<file path="config.mk">
export PLATFORM = sky130hd
export DESIGN_NAME = perf_monitor_flat
export DESIGN_NICKNAME = d
export VERILOG_FILES = /design/src/rtl/perf_monitor_if.sv /design/src/rtl/perf_monitor.sv /design/src/flat_wrapper.sv
export SDC_FILE = /design/constraint.sdc
export NUM_CORES = 1
export LEC_CHECK = 0
export CORE_ASPECT_RATIO = 0.7
export CORE_UTILIZATION = 59
export CTS_BUF_LIST = sky130_fd_sc_hd__clkbuf_8
export DETAILED_ROUTE_END_ITERATION = 10
export PLACE_DENSITY = 0.89
export SKIP_LAST_GASP = 1
export SLEW_MARGIN = 25
export SYNTH_ARGS = -nofsm -noshare
export SYNTH_HDL_FRONTEND = slang
export SYNTH_SLANG_ARGS = --single-unit
export TNS_END_PERCENT = 5
</file>
<file path="constraint.sdc">
create_clock -name clk -period 10.7 [get_ports clk]
set_input_delay 3.21 -clock clk [delete_from_list [all_inputs] [get_ports clk]]
set_output_delay 3.21 -clock clk [all_outputs]
set_load 0.005 [all_outputs]
</file>
<file path="src/rtl/perf_monitor_if.sv">
`default_nettype none
// ============================================================================
// Module      : perf_monitor_if
// Description : Event-strobe inputs and counter outputs of perf_monitor.
// Revision    : 1.0 - initial release
// ============================================================================
interface perf_monitor_if #(
    parameter int CYCLE_W  = 32,
    parameter int INSN_W   = 32,
    parameter int RETIRE_W = 3,
    parameter int NUM_EVT  = 4,
    parameter int EVT_W    = 16
);
    logic                     halt;
    logic [RETIRE_W-1:0]      retire;
    logic [NUM_EVT-1:0]       evt;
    logic                     freeze;
    logic                     clear;
    logic [CYCLE_W-1:0]       cycle;
    logic [INSN_W-1:0]        insn_count;
    logic [NUM_EVT*EVT_W-1:0] evt_counts;
    logic [1:0]               state;
    logic                     done;
    logic                     timeout;
    logic                     ovf;

    modport master (
        output halt, retire, evt, freeze, clear,
        input  cycle, insn_count, evt_counts, state, done, timeout, ovf
    );

    modport slave (
        input  halt, retire, evt, freeze, clear,
        output cycle, insn_count, evt_counts, state, done, timeout, ovf
    );
endinterface
`default_nettype wire

</file>
<file path="src/rtl/perf_monitor.sv">
`default_nettype none
// ============================================================================
// Module      : perf_monitor
// Description : Saturating cycle / retired-instruction / event counters with
//               halt and cycle-limit termination.
// Revision    : 1.0 - initial release
// ============================================================================
module perf_monitor #(
    parameter int CYCLE_W    = 32,
    parameter int INSN_W     = 32,
    parameter int RETIRE_W   = 3,
    parameter int NUM_EVT    = 4,
    parameter int EVT_W      = 16,
    parameter int MAX_CYCLES = 100000
) (
    input  wire logic     clk,
    input  wire logic     reset,
    perf_monitor_if.slave bus
);
    typedef enum logic [1:0] {
        S_RUN     = 2'd0,
        S_HALTED  = 2'd1,
        S_TIMEOUT = 2'd2
    } state_t;

    localparam logic [CYCLE_W:0] c_max_cycles = (CYCLE_W+1)'(MAX_CYCLES);
    localparam bit               c_limit_en   = (MAX_CYCLES != 0);

    state_t                         r_state;
    logic [CYCLE_W-1:0]             r_cycle;
    logic [INSN_W-1:0]              r_insn;
    logic [NUM_EVT-1:0][EVT_W-1:0]  r_evt;
    logic                           r_done;
    logic                           r_timeout;
    logic                           r_ovf;

    logic                           w_count;
    logic [CYCLE_W:0]               w_cycle_sum;
    logic [CYCLE_W-1:0]             w_cycle_next;
    logic                           w_limit;
    logic [INSN_W:0]                w_insn_sum;
    logic [INSN_W-1:0]              w_insn_next;
    logic [NUM_EVT-1:0][EVT_W-1:0]  w_evt_next;
    logic [NUM_EVT-1:0]             w_evt_ovf;
    logic                           w_ovf_any;

    assign w_count = (r_state == S_RUN) && !bus.freeze;

    // One extra carry bit on each adder flags the edge that would exceed all-ones.
    assign w_cycle_sum  = {1'b0, r_cycle} + (CYCLE_W+1)'(1);
    assign w_cycle_next = w_cycle_sum[CYCLE_W] ? {CYCLE_W{1'b1}} : w_cycle_sum[CYCLE_W-1:0];
    assign w_limit      = c_limit_en && (w_cycle_sum == c_max_cycles);

    assign w_insn_sum  = {1'b0, r_insn} + {{(INSN_W+1-RETIRE_W){1'b0}}, bus.retire};
    assign w_insn_next = w_insn_sum[INSN_W] ? {INSN_W{1'b1}} : w_insn_sum[INSN_W-1:0];

    generate
        for (genvar i = 0; i < NUM_EVT; i++) begin : g_evt
            logic [EVT_W:0] w_sum;
            assign w_sum         = {1'b0, r_evt[i]} + {{EVT_W{1'b0}}, bus.evt[i]};
            assign w_evt_next[i] = w_sum[EVT_W] ? {EVT_W{1'b1}} : w_sum[EVT_W-1:0];
            assign w_evt_ovf[i]  = w_sum[EVT_W];
        end
    endgenerate

    assign w_ovf_any = w_cycle_sum[CYCLE_W] | w_insn_sum[INSN_W] | (|w_evt_ovf);

    always_ff @(posedge clk or posedge reset) begin
        if (reset) begin
            r_state   <= S_RUN;
            r_cycle   <= '0;
            r_insn    <= '0;
            r_evt     <= '0;
            r_done    <= 1'b0;
            r_timeout <= 1'b0;
            r_ovf     <= 1'b0;
        end else if (bus.clear) begin
            r_state   <= S_RUN;
            r_cycle   <= '0;
            r_insn    <= '0;
            r_evt     <= '0;
            r_done    <= 1'b0;
            r_timeout <= 1'b0;
            r_ovf     <= 1'b0;
        end else if (r_state == S_RUN) begin
            if (w_count) begin
                r_cycle <= w_cycle_next;
                r_insn  <= w_insn_next;
                r_evt   <= w_evt_next;
                if (w_ovf_any) begin
                    r_ovf <= 1'b1;
                end
            end
            // Halt outranks the cycle limit when both land on the same edge.
            if (bus.halt) begin
                r_state <= S_HALTED;
                r_done  <= 1'b1;
            end else if (w_count && w_limit) begin
                r_state   <= S_TIMEOUT;
                r_done    <= 1'b1;
                r_timeout <= 1'b1;
            end
        end
    end

    assign bus.cycle      = r_cycle;
    assign bus.insn_count = r_insn;
    assign bus.evt_counts = r_evt;
    assign bus.state      = r_state;
    assign bus.done       = r_done;
    assign bus.timeout    = r_timeout;
    assign bus.ovf        = r_ovf;
endmodule
`default_nettype wire

</file>
<file path="src/flat_wrapper.sv">
// flat-port wrapper written by rule: the top's interface ports become plain ports
module perf_monitor_flat 
#(
    parameter int CYCLE_W    = 32,
    parameter int INSN_W     = 32,
    parameter int RETIRE_W   = 3,
    parameter int NUM_EVT    = 4,
    parameter int EVT_W      = 16,
    parameter int MAX_CYCLES = 100000
)
  (clk, reset, bus_halt, bus_retire, bus_evt, bus_freeze, bus_clear, bus_cycle, bus_insn_count, bus_evt_counts, bus_state, bus_done, bus_timeout, bus_ovf);
  perf_monitor_if #(.CYCLE_W(CYCLE_W), .INSN_W(INSN_W), .RETIRE_W(RETIRE_W), .NUM_EVT(NUM_EVT), .EVT_W(EVT_W)) bus_i ();
  input  wire logic clk;
  input  wire logic reset;
  input wire logic [$bits(bus_i.halt)-1:0] bus_halt;
  input wire logic [$bits(bus_i.retire)-1:0] bus_retire;
  input wire logic [$bits(bus_i.evt)-1:0] bus_evt;
  input wire logic [$bits(bus_i.freeze)-1:0] bus_freeze;
  input wire logic [$bits(bus_i.clear)-1:0] bus_clear;
  output wire logic [$bits(bus_i.cycle)-1:0] bus_cycle;
  output wire logic [$bits(bus_i.insn_count)-1:0] bus_insn_count;
  output wire logic [$bits(bus_i.evt_counts)-1:0] bus_evt_counts;
  output wire logic [$bits(bus_i.state)-1:0] bus_state;
  output wire logic [$bits(bus_i.done)-1:0] bus_done;
  output wire logic [$bits(bus_i.timeout)-1:0] bus_timeout;
  output wire logic [$bits(bus_i.ovf)-1:0] bus_ovf;
  assign bus_i.halt = bus_halt;
  assign bus_i.retire = bus_retire;
  assign bus_i.evt = bus_evt;
  assign bus_i.freeze = bus_freeze;
  assign bus_i.clear = bus_clear;
  assign bus_cycle = bus_i.cycle;
  assign bus_insn_count = bus_i.insn_count;
  assign bus_evt_counts = bus_i.evt_counts;
  assign bus_state = bus_i.state;
  assign bus_done = bus_i.done;
  assign bus_timeout = bus_i.timeout;
  assign bus_ovf = bus_i.ovf;
  perf_monitor #(.CYCLE_W(CYCLE_W), .INSN_W(INSN_W), .RETIRE_W(RETIRE_W), .NUM_EVT(NUM_EVT), .EVT_W(EVT_W), .MAX_CYCLES(MAX_CYCLES)) u_core (.clk(clk), .reset(reset), .bus(bus_i));
endmodule
</file>
Word-level counts from Yosys, hierarchy flattened
Cells that the tools add are included.

RAM bits: 0. Register bits after elaboration: 133. ROM bits: 0. Output and inout bits: 133. Bits in latches: 0. Bits of input ports: 12. Logic and storage cells: 64. Memories: 0.

Bitwise logic cells: 2. $mul: 0. Shifts and indexed selects: 0. Div/mod/pow operators: 0. Equal/unequal tests: 2. Add/sub/neg operators: 6. Reduce and logical (&&, ||, !) cells: 14. Mux-type cells: 30. $lt $le $gt $ge: 0.

Operator list (count): two-way mux 32 bit (8); two-way mux 64 bit (3); adder 16 x 1 -> 17 bit (4); two-way mux 16 bit (4); adder 32 x 1 -> 33 bit, second input constant (1); adder 32 x 3 -> 33 bit (1); == test 33 x 17 -> 1 bit, second input constant (1); two-way mux 1 bit (11); two-way mux 2 bit (4); nonzero test 2 bit (4); AND reduction 3 bit (2); AND reduction 2 bit (2); OR reduction 4 bit (1); nonzero test 3 bit (1); logical AND 1 bit (2); zero test 2 bit (1); != test 2 x 1 -> 1 bit, second input constant (1); bitwise OR 1 bit (2); zero test 1 bit (1).

Depth between registers and ports, before layout
Word-level depth: 7. Mapped depth: 11. Gate-level depth less buffers: 10.

Worst setup path before layout
OpenSTA, ideal clock, no wires.

Kind: input-to-reg. Start point: in bus_retire[0]. End point: reg u_core.r_insn[19], in the netlist u_core.bus.insn_count[19]. Arrival: 5137 ps. Buffers on the path: 1. Library setup time: 99 ps. Cell stages on the path: 10. Path slack: 5463 ps. Required time: 10601 ps. Path through: ha_1 inv_1 fa_1 nor2b_1 o2111ai_1 or4_4 buf_6 a21oi_1 nor2_1 a311oi_1.

Word-level cells in the longest chain between the ends: 5.

Ends and longest elaborated chain: from (decl) (RTL line flat_wrapper.sv:16) `input wire logic [$bits(bus_i.retire)-1:0] bus_retire;`; adder 32 x 3 -> 33 bit (RTL line perf_monitor.sv:54) `assign w_insn_sum = {1'b0, r_insn} + {{(INSN_W+1-RETIRE_W){1'b0}}, bus.retire};`; two-way mux 32 bit (RTL line perf_monitor.sv:55) `assign w_insn_next = w_insn_sum[INSN_W] ? {INSN_W{1'b1}} : w_insn_sum[INSN_W-1:0];`; two-way mux 32 bit (RTL line perf_monitor.sv:86) `if (w_count) begin`; two-way mux 32 bit (RTL line perf_monitor.sv:85) `end else if (r_state == S_RUN) begin`; two-way mux 32 bit (RTL line perf_monitor.sv:77) `end else if (bus.clear) begin`; to (signal assigned) (RTL line perf_monitor.sv:88) `r_insn <= w_insn_next;`; to (decl) (RTL line perf_monitor.sv:31) `logic [INSN_W-1:0] r_insn;`.

No other way between the ends. The select of a mux whose other input is x is not followed. A chain may end at the register's enable or synchronous reset.

Worst setup path after layout
Same ends and word-level chain as after synthesis.

==> metrics.md <==
| Metric | Value |
|---|---|
| Outcome | `complete, but fails checks` |
| Failing checks | `design-rule violations` |
| Fmax | `0.168 GHz` |
| R2r setup slk | `7560 ps` |
| Reg2reg path depth | `9` |
| Syn. warnings | `0` |
| WS Path Type | `in -> reg` |
| P_leak | `3.61 nW` |
| Number of gates resized after cts | `0` |
| Die width | `139 um` |
| Clock skew | `14.6 ps` |
| Async S/R FF share, synth | `1.00` |
| Detailed-route wire length | `21800 um` |
| Fin util | `0.757` |
| Max Cap Viol | `0` |
| Total gr overflow | `0` |
| Synth Net Count | `920` |
| RSZ-0062 raised after global routing | `false` |
| Register bit total from synthesis | `133` |
| Wire length per cell | `18.5 um` |
| Ant. Diodes | `0` |
| First-pass GRT wire length | `35300 um` |
| Setup TNS | `0 ps` |
| Post-Syn Instances | `894` |
| CTS tree | `done` |
| Vias in the first global route | `6913` |
| Largest net degree at the start of global routing | `74` |
| Critical Path Sink Type | `register` |
| Synth cell types | `68` |
| Area growth, synth to finish | `23.3%` |
| CP arrival | `6280 ps` |
| Antenna Nets Post-Route | `0` |
| DPL Wire Length | `14500 um` |
| Final Max Tran Viols | `0` |
| Hold_buf cts | `0` |
| Skew-Pair Late Insertion Delay | `440 ps` |
| Die height | `97.9 um` |
| Part of the cycle the worst path needs | `0.557` |
| CP required | `11020 ps` |
| Max-slew headroom | `0.344` |
| Leading cell type in the layout, fill and taps excluded | `clkdlybuf4s50_1` |
| Ratio of cells with drive above 1 in the final layout | `0.0629` |
| Main synth FF type | `dfrtp_1` |
| Num CTS Buffers | `17` |
| CTS H-tree lvls | `4` |
| Syn avg cell area | `8.68 um^2` |
| Total die area | `13600 um^2` |
| Tmin final | `5960 ps` |
| Core ar. | `12600 um^2` |
| I/O pin cnt | `145` |
| IO buf count | `144` |
| Critical-path maximum fanout | `30` |
| Setup violations, final | `0` |
| Post-layout nets | `1030` |
| # clock sinks | `133` |
| Clock slew at reported path FFs | `70 ps` |
| Cell depth of the worst min-delay path | `2` |
| Total track usage | `0.322` |
| Most frequent cells in the layout | `clkdlybuf4s50_1, dfrtp_1, nor2_1, a21oi_1, nor3_1` |
| Vias/cell | `6.63` |
| Root Driver | `clkbuf_8` |
| Worst Hold Class | `reg -> reg` |
| DRC errors left | `8` |
| Antenna violations before repair | `0` |
| Worst slew pin tran | `981 ps` |
| Initial DRT Pass Iterations | `10` |
| Power density over the cells | `106 nW/um^2` |
| Post-synth EDFFs | `0` |
| Core Rows | `34` |
| Fin. Hold Viols | `0` |
| Seq/Total Area, Yosys | `0.429` |
| GPL Wtd Cong | `0.934` |
| Initial DRC Count | `986` |
| CP startpoint kind | `input pin` |
| Initial core utilization | `0.614` |
| Max clock buf depth | `2` |
| Worst IR drop on VDD | `0.0689 mV` |
| Post-CTS setup buffers | `0` |
| Vias | `7813` |
| Post-Synthesis Cell Area | `7760 um^2` |
==> cell type report <==
cell class,instances,area (um^2)
sequential,133,3330
multi-input combinational,688,4110
clock inverter,14,144
tap,162,203
inverter,16,65.1
timing repair buffer,148,1470
fill,935,3070
clock buffer,18,248
==> per-stage QoR <==
step                setup WS, ps  power [mW]  cell area, um^2  instances  hold slack [ps]
floorplan                   3940       0.569             7760        894              486
global placement            4630       0.598             9170       1147              482
finish                      4740        1.02             9560       1179              501
global route                4660        1.05             9560       1179              536
detailed placement          4400       0.600             9170       1147              485
CTS                         4840        1.02             9560       1179              501
==> power breakdown <==
group,total [mW],internal (mW),switching [mW],leakage [nW]
clock network,0.426,0.231,0.195,0.215
logic,0.0745,0.0264,0.0482,1.55
registers,0.516,0.508,0.00857,1.85
total,1.02,0.765,0.252,3.61
==> final timing paths <==
kind                                          start                   endpoint
min                                  u_core.bus.ovf             u_core.bus.ovf
max                                   bus_retire[0]  u_core.bus.insn_count[19]
min in group asynchronous                     reset  u_core.bus.insn_count[29]
max reg2reg                u_core.bus.insn_count[0]  u_core.bus.insn_count[19]
min reg2reg                          u_core.bus.ovf             u_core.bus.ovf
max in group asynchronous                     reset       u_core.bus.cycle[24]
==> Yosys cell counts (all sizes together) (2+ instances only) <==
cell type	count	share of area
and2	9	0.0082
nor4b	2	0.0031
or3	7	0.0056
a31oi	20	0.016
o21a	6	0.0058
nand3	60	0.041
mux2i	5	0.0065
nor2	120	0.059
a211oi	33	0.032
ha	13	0.021
o21bai	2	0.0019
o22ai	5	0.0040
and4	13	0.015
dfrtp	133	0.43
a21oi	76	0.049
o31ai	3	0.0029
or2	2	0.0016
a311oi	32	0.037
nor3	68	0.046
nand2b	5	0.0040
nor4	11	0.012
or4	6	0.0073
a41oi	2	0.0023
o21ai	35	0.023
buf	25	0.019
nor2b	5	0.0040
inv	16	0.0077
a211o	5	0.0056
xor2	3	0.0034
nor3b	10	0.0097
a32o	2	0.0026
clkbuf	32	0.016
and3	23	0.019
nand4	30	0.027
nand2	53	0.026
xnor2	5	0.0056
o2111ai	2	0.0023
and4b	3	0.0039
==> registers in the layout, indices dropped and copies added (netlist names) <==
register / cells
u_core.bus.ovf: 1
u_core.bus.timeout: 1
u_core.bus.evt_counts: 64
u_core.bus.done: 1
u_core.bus.insn_count: 32
u_core.bus.cycle: 32
u_core.bus.state: 2
==> routing by layer <==
layer / global-route usage / routed length, um / up-vias
met4: 0.0872 / 241 / 0
met1: 0.486 / 9810 / 3691
li1: - / - / 3603
met3: 0.0795 / 2330 / 30
met5: 0 / 0 / -
met2: 0.460 / 9390 / 489
==> logic make-up after synthesis <==
family                     count (synthesis)  share of synthesized area
AOI/OAI and AO/OA                        231                      0.195
and+or+nand+nor                          429                      0.294
xor gates and xnor gates                   8                    0.00903
adders and majority gates                 14                     0.0236
buffers and inverters                     73                     0.0421
muxes                                      6                    0.00790
DFF                                      133                      0.429
==> critical path, cell delays in order <==
cell and delay (ps):
clkdlybuf4s50_1 470, ha_1 180, inv_1 60, fa_1 400, nor2b_1 220, o2111ai_1 210
or4_4 750, nand2_1 300, nor2_1 140, a311oi_1 320
Power figures use the tool's default switching activity.
